File: src/rtl/reg_wb_arbiter.sv
// Register-file writeback arbiter: in-order pipe writes win, late results queue in a FIFO.
// Optional WB_PERF_CNT_EN adds a saturating late-path stall counter output (stall_cnt).
module reg_wb_arbiter #(
  parameter int unsigned DEPTH = 4
) (
  input  logic        clk,
  input  logic        rst,
  input  logic        pipe_wen,
  input  logic [4:0]  pipe_wa,
  input  logic [31:0] pipe_wd,
  input  logic        late_valid,
  input  logic [4:0]  late_wa,
  input  logic [31:0] late_wd,
  output logic        late_ready,
  output logic        rf_wen,
  output logic [4:0]  rf_wa,
  output logic [31:0] rf_wd,
  output logic [31:0] pending_mask,
  output logic        busy
`ifdef WB_PERF_CNT_EN
  ,
  output logic [15:0] stall_cnt
`endif
);

  localparam int unsigned AW = (DEPTH > 1) ? $clog2(DEPTH) : 1;
  localparam logic [AW:0] PtrOne = 1;

  logic [AW:0]       wr_ptr_q, wr_ptr_d;
  logic [AW:0]       rd_ptr_q, rd_ptr_d;
  logic [AW:0]       count;
  logic [AW-1:0]     wr_idx, rd_idx;
  logic [4:0]        wa_q [DEPTH];
  logic [31:0]       wd_q [DEPTH];
  logic [DEPTH-1:0]  kill_q, kill_d;
  logic [DEPTH-1:0]  live;
  logic              ready_q;
  logic              full, empty;
  logic              pipe_hit, handshake, push, pop;
  logic              head_kill;
  logic              rf_wen_q, rf_wen_d;
  logic [4:0]        rf_wa_q, rf_wa_d;
  logic [31:0]       rf_wd_q, rf_wd_d;

  assign wr_idx = wr_ptr_q[AW-1:0];
  assign rd_idx = rd_ptr_q[AW-1:0];
  assign count  = wr_ptr_q - rd_ptr_q;
  assign empty  = (wr_ptr_q == rd_ptr_q);
  assign full   = (wr_ptr_q[AW] != rd_ptr_q[AW]) && (wr_idx == rd_idx);

  // ready_q keeps the late port closed until the first edge after reset release.
  assign late_ready = ready_q & ~full;
  assign handshake  = late_valid & late_ready;
  assign pipe_hit   = pipe_wen & (pipe_wa != 5'd0);
  assign push       = handshake & (late_wa != 5'd0);
  assign pop        = ~pipe_hit & ~empty;
  assign head_kill  = kill_q[rd_idx];

  // A slot is live when its distance from the read pointer is below the occupancy.
  always_comb begin
    logic [AW-1:0] off;
    off  = '0;
    live = '0;
    for (int unsigned i = 0; i < DEPTH; i++) begin
      off     = AW'(i) - rd_idx;
      live[i] = ({1'b0, off} < count);
    end
  end

  always_comb begin
    pending_mask = '0;
    for (int unsigned i = 0; i < DEPTH; i++) begin
      if (live[i] && !kill_q[i]) begin
        pending_mask[wa_q[i]] = 1'b1;
      end
    end
  end

  assign busy = ~empty;

  always_comb begin
    wr_ptr_d = wr_ptr_q;
    rd_ptr_d = rd_ptr_q;
    kill_d   = kill_q;
    if (pipe_hit) begin
      for (int unsigned i = 0; i < DEPTH; i++) begin
        if (live[i] && (wa_q[i] == pipe_wa)) begin
          kill_d[i] = 1'b1;
        end
      end
    end
    if (push) begin
      // A same-cycle pipe write to the same register supersedes the incoming late result.
      kill_d[wr_idx] = pipe_hit && (late_wa == pipe_wa);
      wr_ptr_d       = wr_ptr_q + PtrOne;
    end
    if (pop) begin
      rd_ptr_d = rd_ptr_q + PtrOne;
    end
  end

  always_comb begin
    rf_wen_d = 1'b0;
    rf_wa_d  = rf_wa_q;
    rf_wd_d  = rf_wd_q;
    if (pipe_hit) begin
      rf_wen_d = 1'b1;
      rf_wa_d  = pipe_wa;
      rf_wd_d  = pipe_wd;
    end else if (pop && !head_kill) begin
      rf_wen_d = 1'b1;
      rf_wa_d  = wa_q[rd_idx];
      rf_wd_d  = wd_q[rd_idx];
    end
  end

  always_ff @(posedge clk or negedge rst) begin
    if (!rst) begin
      wr_ptr_q <= '0;
      rd_ptr_q <= '0;
      kill_q   <= '0;
      ready_q  <= 1'b0;
      rf_wen_q <= 1'b0;
      rf_wa_q  <= '0;
      rf_wd_q  <= '0;
    end else begin
      wr_ptr_q <= wr_ptr_d;
      rd_ptr_q <= rd_ptr_d;
      kill_q   <= kill_d;
      ready_q  <= 1'b1;
      rf_wen_q <= rf_wen_d;
      rf_wa_q  <= rf_wa_d;
      rf_wd_q  <= rf_wd_d;
    end
  end

  // Payload storage needs no reset; liveness comes from the pointers.
  always_ff @(posedge clk) begin
    if (push) begin
      wa_q[wr_idx] <= late_wa;
      wd_q[wr_idx] <= late_wd;
    end
  end

  assign rf_wen = rf_wen_q;
  assign rf_wa  = rf_wa_q;
  assign rf_wd  = rf_wd_q;

`ifdef WB_PERF_CNT_EN
  logic [15:0] stall_cnt_q;

  always_ff @(posedge clk or negedge rst) begin
    if (!rst) begin
      stall_cnt_q <= '0;
    end else if (late_valid && !late_ready && (stall_cnt_q != 16'hFFFF)) begin
      stall_cnt_q <= stall_cnt_q + 16'd1;
    end
  end

  assign stall_cnt = stall_cnt_q;
`endif

endmodule

File: config.mk
export PLATFORM = sky130hd
export DESIGN_NAME = reg_wb_arbiter
export DESIGN_NICKNAME = d
export VERILOG_FILES = /design/src/rtl/reg_wb_arbiter.sv
export SDC_FILE = /design/constraint.sdc
export NUM_CORES = 1
export LEC_CHECK = 0
export ABC_CLOCK_PERIOD_IN_PS = 3300
export BUFFER_PORTS_ARGS = -buffer_cell sky130_fd_sc_hd__buf_2
export CORE_ASPECT_RATIO = 0.6
export CORE_MARGIN = 2
export CORE_UTILIZATION = 53
export CTS_BUF_LIST = sky130_fd_sc_hd__clkbuf_8
export DETAILED_ROUTE_END_ITERATION = 16
export GPL_TIMING_DRIVEN = 0
export PLACE_DENSITY = 0.78
export SETUP_SLACK_MARGIN = 0.1
export SYNTH_ARGS = -nofsm -noshare
export SYNTH_HDL_FRONTEND = slang
export SYNTH_SLANG_ARGS = --single-unit
File: constraint.sdc
create_clock -name clk -period 3.3 [get_ports clk]
set_input_delay 0.33 -clock clk [delete_from_list [all_inputs] [get_ports clk]]
set_output_delay 0.33 -clock clk [all_outputs]
set_load 0.02 [all_outputs]
==> results.cfg, run 1 <==
[status]
outcome = finished with violations
failed_checks = setup timing

[sta]
max_clock_freq_mhz = 283
slew-limit-headroom_pct = 11.6
period_needed_ps = 3530
timing.clock.skew_ps = 13.9
number_of_pins_exceeding_their_max_slew_limit_in_the_final_report = 0
finalHoldViolations = 0
setup_viol = 32
grt_setup_unrepaired = true
finalSetupTns_ps = -4420
final_clock_period_utilization_by_the_worst_path_pct = 107
fin_worst_hold_slack_ps = 65.1
tightest_slew_ps = 1320
finalWorstSetupSlack_ps = -234

[cts]
tritoncts_num_sinks = 197
number_of_buffers_created_by_cts = 17
worstSkewPairLatency_ps = 460
clk_pin_slew_worst_paths_ps = 110
tritoncts_clock_tree = built
cts.htree.levels = 4
clock_tree.root_cell = sky130_fd_sc_hd__clkbuf_8
cts_max_path_buffers = 2

[setup_path]
critical_path_peak_fanout = 4
cp-startpoint = wr_ptr_q[0]
crit_type = reg2out
worst-endpoint-arrival_ps = 3200
timing.critical_path.to_type = output pin
required_ps = 2970
worst_setup_path_start_kind = flip-flop
reg2reg_from = rd_ptr_q[1]

[die]
core.rowCount = 37
floorplan.initialDensity_pct = 54.3
ios = 150
die_w_microns = 175
floorplan.core_area_sq_um = 17200
dieHeight_microns = 107
die_area_sq_um = 18700

[drt]
route.detailed.vias_per_inst = 6.26
postRouteWirelength_microns = 26200
drt_drc_violations_left = 0
total_via_count_in_the_routed_design = 6777
drtAntennaViolNets = 0
drt_iter0_drc = 948
wl_per_cell_microns = 24.2
firstDrtPassIters = 6

[grt]
maximum_number_of_pins_on_one_net_before_global_route_repair = 50
grt_pass1_wl_microns = 39700
globalRoute.totalOverflow = 0
antenna_found_initial = 2
grt.total_usage_pct = 28.7
grt_pass1_vias = 6830

[synthesis]
synth.yosys.warnings = 0
synth_cells = 654
postSynthNetCount = 745
synth_sequential_area_ratio_pct = 60.8
dominant_register_cell_in_the_synthesized_netlist = sky130_fd_sc_hd__edfxtp_1
ys_ff_latch = 197
async_flop_share_pct = 24.9
synth_edf_count = 148
synthDistinctLibCells = 56
post_synth.cell_area_avg_sq_um = 14.3
synth_area_sq_um = 9330

[power]
p_comb_share_pct = 56.3
seq_power_share_pct = 30.7
power.leakage_nw = 4.35
power.switching_fraction_pct = 42.4
total_power_per_unit_cell_area_nw_per_um2 = 975
netSwitchingPower_mw = 4.81
power.share.clock_pct = 13.0
finalPower_mw = 11.3
power.ir.vdd_worst_mv = 0.607
int_pwr_mw = 6.54

[placement]
routabilityCongestion = 0.971
dp_cells = 1033
dp_slack_ps = -747
port_buffers = 144
dp.final_hpwl_microns = 17900

[run]
drv.max_cap_violation_count = 0

[layout]
final_layout_size_suffix_gt1_share_pct = 40.6
mostFrequentLayoutCells = sky130_fd_sc_hd__edfxtp_1, sky130_fd_sc_hd__buf_2, sky130_fd_sc_hd__nand2_1
area_growth_syn_to_layout_pct = 24.7
num-nets-final = 926
antenna-diode-count = 0
stdcell_count = 1082
fillCellCount = 1173
layout.cells.most_common = sky130_fd_sc_hd__edfxtp_1

[worst_hold_path]
worstHoldPathType = in2reg
hold_path_startpoint = pipe_wd[17]
[worst max-delay path: stages, from the launching register on]
cell	delay (ps)
sky130_fd_sc_hd__dfrtp_1	400
sky130_fd_sc_hd__inv_2	90
sky130_fd_sc_hd__ha_4	140
sky130_fd_sc_hd__inv_2	30
sky130_fd_sc_hd__fa_1	470
sky130_fd_sc_hd__inv_4	140
sky130_fd_sc_hd__ha_4	210
sky130_fd_sc_hd__nor2b_4	130
sky130_fd_sc_hd__o21a_1	250
sky130_fd_sc_hd__nor4_4	380
sky130_fd_sc_hd__a32oi_2	170
sky130_fd_sc_hd__o221ai_1	130
sky130_fd_sc_hd__buf_4	190
[registers in the layout, summed over array words and instances (netlist names)]
| register | flops |
|---|---|
| wa_q | 20 |
| rd_ptr_q | 3 |
| ready_q | 1 |
| rf_wd | 32 |
| rf_wa | 5 |
| kill_q | 4 |
| wr_ptr_q | 3 |
| wd_q | 128 |
| rf_wen | 1 |
[layer usage]
| metal | up-vias | share of wire [%] | global-route usage, % |
|---|---|---|---|
| li1 | 2901 | - | - |
| met1 | 3441 | 45 | 43.6 |
| met2 | 377 | 43 | 41.1 |
| met3 | 54 | 10 | 8.51 |
| met4 | 4 | 1.6 | 6.07 |
| met5 | - | 0.095 | 0 |
[cell families after synthesis]
kind of cell	synth area share [%]
AOI/OAI and AO/OA	8.89
xor gates and xnor gates	3.08
adders and majority gates	1.82
buffers and inverters	3.08
DFF	60.8
muxes	13.1
other	0.0402
and+or+nand+nor	9.20
[cells in the mapped netlist, types with 5 or more instances]
cell / count / area share, %
sky130_fd_sc_hd__a32oi_1: 5 / 0.47
sky130_fd_sc_hd__dfrtp_1: 49 / 13
sky130_fd_sc_hd__buf_6: 5 / 0.60
sky130_fd_sc_hd__mux4_2: 38 / 9.2
sky130_fd_sc_hd__nor3_1: 5 / 0.27
sky130_fd_sc_hd__nor2_1: 14 / 0.56
sky130_fd_sc_hd__o21ai_0: 31 / 1.7
sky130_fd_sc_hd__nand3_1: 17 / 0.91
sky130_fd_sc_hd__inv_1: 14 / 0.56
sky130_fd_sc_hd__and2_1: 8 / 0.54
sky130_fd_sc_hd__clkbuf_1: 32 / 1.3
sky130_fd_sc_hd__nand2_1: 54 / 2.2
sky130_fd_sc_hd__o21ai_1: 14 / 0.75
sky130_fd_sc_hd__xor2_1: 6 / 0.56
sky130_fd_sc_hd__a22oi_1: 23 / 1.8
sky130_fd_sc_hd__ha_1: 12 / 1.6
sky130_fd_sc_hd__nand3b_1: 13 / 1.0
sky130_fd_sc_hd__nor2b_1: 6 / 0.40
sky130_fd_sc_hd__nor3b_1: 6 / 0.48
sky130_fd_sc_hd__o21a_1: 6 / 0.48
sky130_fd_sc_hd__buf_2: 8 / 0.43
sky130_fd_sc_hd__o221ai_1: 24 / 2.3
sky130_fd_sc_hd__nor4_1: 7 / 0.47
sky130_fd_sc_hd__xnor2_1: 24 / 2.3
sky130_fd_sc_hd__edfxtp_1: 148 / 48
sky130_fd_sc_hd__mux2i_1: 37 / 4.0
[timing repair]
item,CTS,global route
endpoints found under the setup margin,146,32
setup buffers,19,3
gates resized for setup,141,24
hold buffers,0,1
pin swaps,41,17
hold endpoints to repair,0,15
[layout make-up]
cell class | instances | area, sq um | area share (%)
clock buffer | 17 | 234 | 2.01
clock inverter | 15 | 138 | 1.18
tap | 234 | 293 | 2.51
inverter | 15 | 62.6 | 0.537
sequential | 197 | 5670 | 48.7
buffer | 43 | 235 | 2.02
timing repair buffer | 168 | 1100 | 9.41
multi-input combinational | 393 | 3910 | 33.6
[stage by stage]
stage	util (%)	cell area, sq um
5_1_grt	67.8	11600
3_5_place_dp	60.7	10400
3_3_place_gp	60.6	10400
4_1_cts	67.1	11500
2_1_floorplan	-	9400
6_report	67.8	11600
[worst paths after layout]
| kind | cells after the start | end | slack, ps |
|---|---|---|---|
| hold / removal | 3 | rf_wd[17] | 70 |
| min in group asynchronous | 2 | rf_wa[1] | 330 |
| max in group asynchronous | 3 | rf_wd[30] | 2400 |
| setup / recovery | 12 | pending_mask[15] | -230 |
| setup reg to reg | 9 | wd_q[1][2] | 340 |
| hold reg to reg | 1 | rd_ptr_q[2] | 540 |
[power by group through the flow]
stage                     Combinational, mW  Sequential (mW)  Clock [mW]
final                                  6.39             3.48        1.47
after global routing                   6.75             3.54        1.57
after CTS                              6.13             3.48        1.49
after detailed placement               4.93             3.53           0
after global placement                 4.81             3.50           0
after floorplan                        3.24             3.74           0
No activity file was read; power rests on OpenSTA's default activity.
==> inputs of run 2 (changes only) <==
--- a/config.mk
+++ b/config.mk
@@ -14,6 +14,7 @@
 export DETAILED_ROUTE_END_ITERATION = 16
 export GPL_TIMING_DRIVEN = 0
 export PLACE_DENSITY = 0.78
+export RECOVER_POWER = 100
 export SETUP_SLACK_MARGIN = 0.1
 export SYNTH_ARGS = -nofsm -noshare
 export SYNTH_HDL_FRONTEND = slang
==> run 2 against run 1 <==
  * Largest power group unchanged
  * Critical path type unchanged
  * Via count is 0.50% higher
  * Design area is 1.2% lower
  * Count of clock-buffer cells in the layout stayed put
  * The run ends with capacitance limit, slew limit, setup timing left
  * Highest routed layer is now met4
  * Non-clock buffer count stayed put
  * Critical endpoint is now pending_mask[18]
  * Sequential power hardly changed
  * Critical path depth is 2 higher
==> results.cfg, run 2 (synthesis results as in run 1) <==
[status]
outcome = finished with violations
failed_checks = capacitance limit, slew limit, setup timing

[die]
core.rowCount = 37
die_w_microns = 175
floorplan.initialDensity_pct = 54.3
die_area_sq_um = 18700
dieHeight_microns = 107
floorplan.core_area_sq_um = 17200
ios = 150

[sta]
max_clock_freq_mhz = 280
grt_setup_unrepaired = true
fin_worst_hold_slack_ps = 67.9
final_clock_period_utilization_by_the_worst_path_pct = 108
finalWorstSetupSlack_ps = -269
timing.clock.skew_ps = 14.0
setup_viol = 32
slew-limit-headroom_pct = -19.9
number_of_pins_exceeding_their_max_slew_limit_in_the_final_report = 35
period_needed_ps = 3570
finalHoldViolations = 0
tightest_slew_ps = 1790

[cts]
clk_pin_slew_worst_paths_ps = 110
tritoncts_num_sinks = 197
cts.htree.levels = 4
worstSkewPairLatency_ps = 460
clock_tree.root_cell = sky130_fd_sc_hd__clkbuf_8
number_of_buffers_created_by_cts = 17
cts_max_path_buffers = 2
tritoncts_clock_tree = built

[grt]
maximum_number_of_pins_on_one_net_before_global_route_repair = 50
antenna_found_initial = 0
grt_pass1_vias = 6830
globalRoute.totalOverflow = 0
grt_pass1_wl_microns = 39700
grt.total_usage_pct = 28.7

[layout]
layout.cells.most_common = sky130_fd_sc_hd__edfxtp_1
final_layout_size_suffix_gt1_share_pct = 30.8
mostFrequentLayoutCells = sky130_fd_sc_hd__edfxtp_1, sky130_fd_sc_hd__clkbuf_1, sky130_fd_sc_hd__nand2_1
antenna-diode-count = 0
largest_register_ff_count = 128
postLayoutCoreUtil_pct = 67.0
area_growth_syn_to_layout_pct = 23.2
num-nets-final = 926
registers.top_by_ff_count = wd_q

[placement]
routabilityCongestion = 0.971
port_buffers = 144
dp.final_hpwl_microns = 17900

[setup_path]
critical_path_peak_fanout = 8
worst-endpoint-arrival_ps = 3240
crit_type = reg2out
timing.critical_path.to_type = output pin
required_ps = 2970
worst_setup_path_start_kind = flip-flop

[drt]
total_via_count_in_the_routed_design = 6811
firstDrtPassIters = 6
wl_per_cell_microns = 24.2
drt_drc_violations_left = 0
postRouteWirelength_microns = 26200
drt_iter0_drc = 864
drtAntennaViolNets = 0
route.detailed.vias_per_inst = 6.29

[worst_hold_path]
worstHoldPathType = in2reg

[power]
power.ir.vdd_worst_mv = 0.583
power.leakage_nw = 4.11
total_power_per_unit_cell_area_nw_per_um2 = 973

[run]
drv.max_cap_violation_count = 1
[run 2: cell count changes in the layout (fill, tap and decap cells not counted)]
cell,delta
sky130_fd_sc_hd__clkbuf_1,+80
sky130_fd_sc_hd__dlymetal6s2s_1,+1
sky130_fd_sc_hd__buf_2,-79
sky130_fd_sc_hd__and2_1,+1
sky130_fd_sc_hd__buf_12,-1
sky130_fd_sc_hd__clkbuf_4,+1
sky130_fd_sc_hd__buf_4,-1
sky130_fd_sc_hd__and2_2,-1
sky130_fd_sc_hd__buf_6,-3
sky130_fd_sc_hd__nor2_8,-1
sky130_fd_sc_hd__clkbuf_2,+2
sky130_fd_sc_hd__nor2_1,+1
[run 2: routing by layer]
layer / global-route usage (%) / up-vias / share of wire [%]
met5: 0 / - / 0
met1: 43.6 / 3455 / 44
met2: 41.1 / 397 / 43
li1: - / 2903 / -
met3: 8.51 / 56 / 11
met4: 6.07 / 0 / 1.6
[run 2: worst paths after layout]
kind,start,endpoint,slack (ps),cells past startpoint
worst max-delay path,wr_ptr_q[0],pending_mask[18],-270,14
worst min-delay path,pipe_wd[17],rf_wd[17],70,3
worst max register to register,rd_ptr_q[1],rf_wd[30],60,10
worst min register to register,rd_ptr_q[2],rd_ptr_q[2],540,1
max in group asynchronous,rst,rd_ptr_q[0],420,3
min in group asynchronous,rst,rf_wen,510,2
[run 2: report_power, final]
part	internal, mW	total, mW	switching (mW)
Combinational	2.65	6.22	3.57
Clock	0.556	1.47	0.915
Sequential	3.19	3.49	0.304
Total	6.39	11.2	4.79
[run 2: metrics by stage]
step	setup slack (ps)	cells	instance area [sq um]	power [mW]	setup TNS (ps)
floorplan	61.9	654	9400	6.98	0
global placement	-716	1032	10400	8.31	-70330
detailed placement	-747	1033	10400	8.47	-62230
CTS	-212	1080	11500	11.1	-4050
global route	-340	1082	11500	11.7	-7990
finish	-269	1082	11500	11.2	-4310
[run 2: what timing repair did]
item / in CTS / in global routing
endpoints found under the setup margin: 146 / 32
gates cloned: 0 / 0
pin swaps: 41 / 17
hold buffers: 0 / 1
setup buffers: 19 / 3
endpoints found under the hold margin: 0 / 15
gates resized for setup: 141 / 24
[run 2: critical path: stages (launching register included)]
cell                       delay, ps
sky130_fd_sc_hd__dfrtp_1         400
sky130_fd_sc_hd__inv_2            90
sky130_fd_sc_hd__ha_4            140
sky130_fd_sc_hd__inv_2            30
sky130_fd_sc_hd__fa_1            520
sky130_fd_sc_hd__inv_4            80
sky130_fd_sc_hd__ha_4            260
sky130_fd_sc_hd__nor2b_4         130
sky130_fd_sc_hd__o21ai_2          60
sky130_fd_sc_hd__buf_6           140
sky130_fd_sc_hd__nor3b_4         150
sky130_fd_sc_hd__buf_6           150
sky130_fd_sc_hd__a222oi_1        370
sky130_fd_sc_hd__o21ai_2         110
sky130_fd_sc_hd__buf_6           150
[run 2: layout make-up]
type | count | area (sq um)
Clock inverter | 15 | 138
Tap cell | 234 | 293
Sequential cell | 197 | 5670
Buffer | 43 | 218
Fill cell | 1235 | 5680
Timing Repair Buffer | 168 | 987
Multi-Input combinational cell | 393 | 3890
Clock buffer | 17 | 234
Inverter | 15 | 62.6
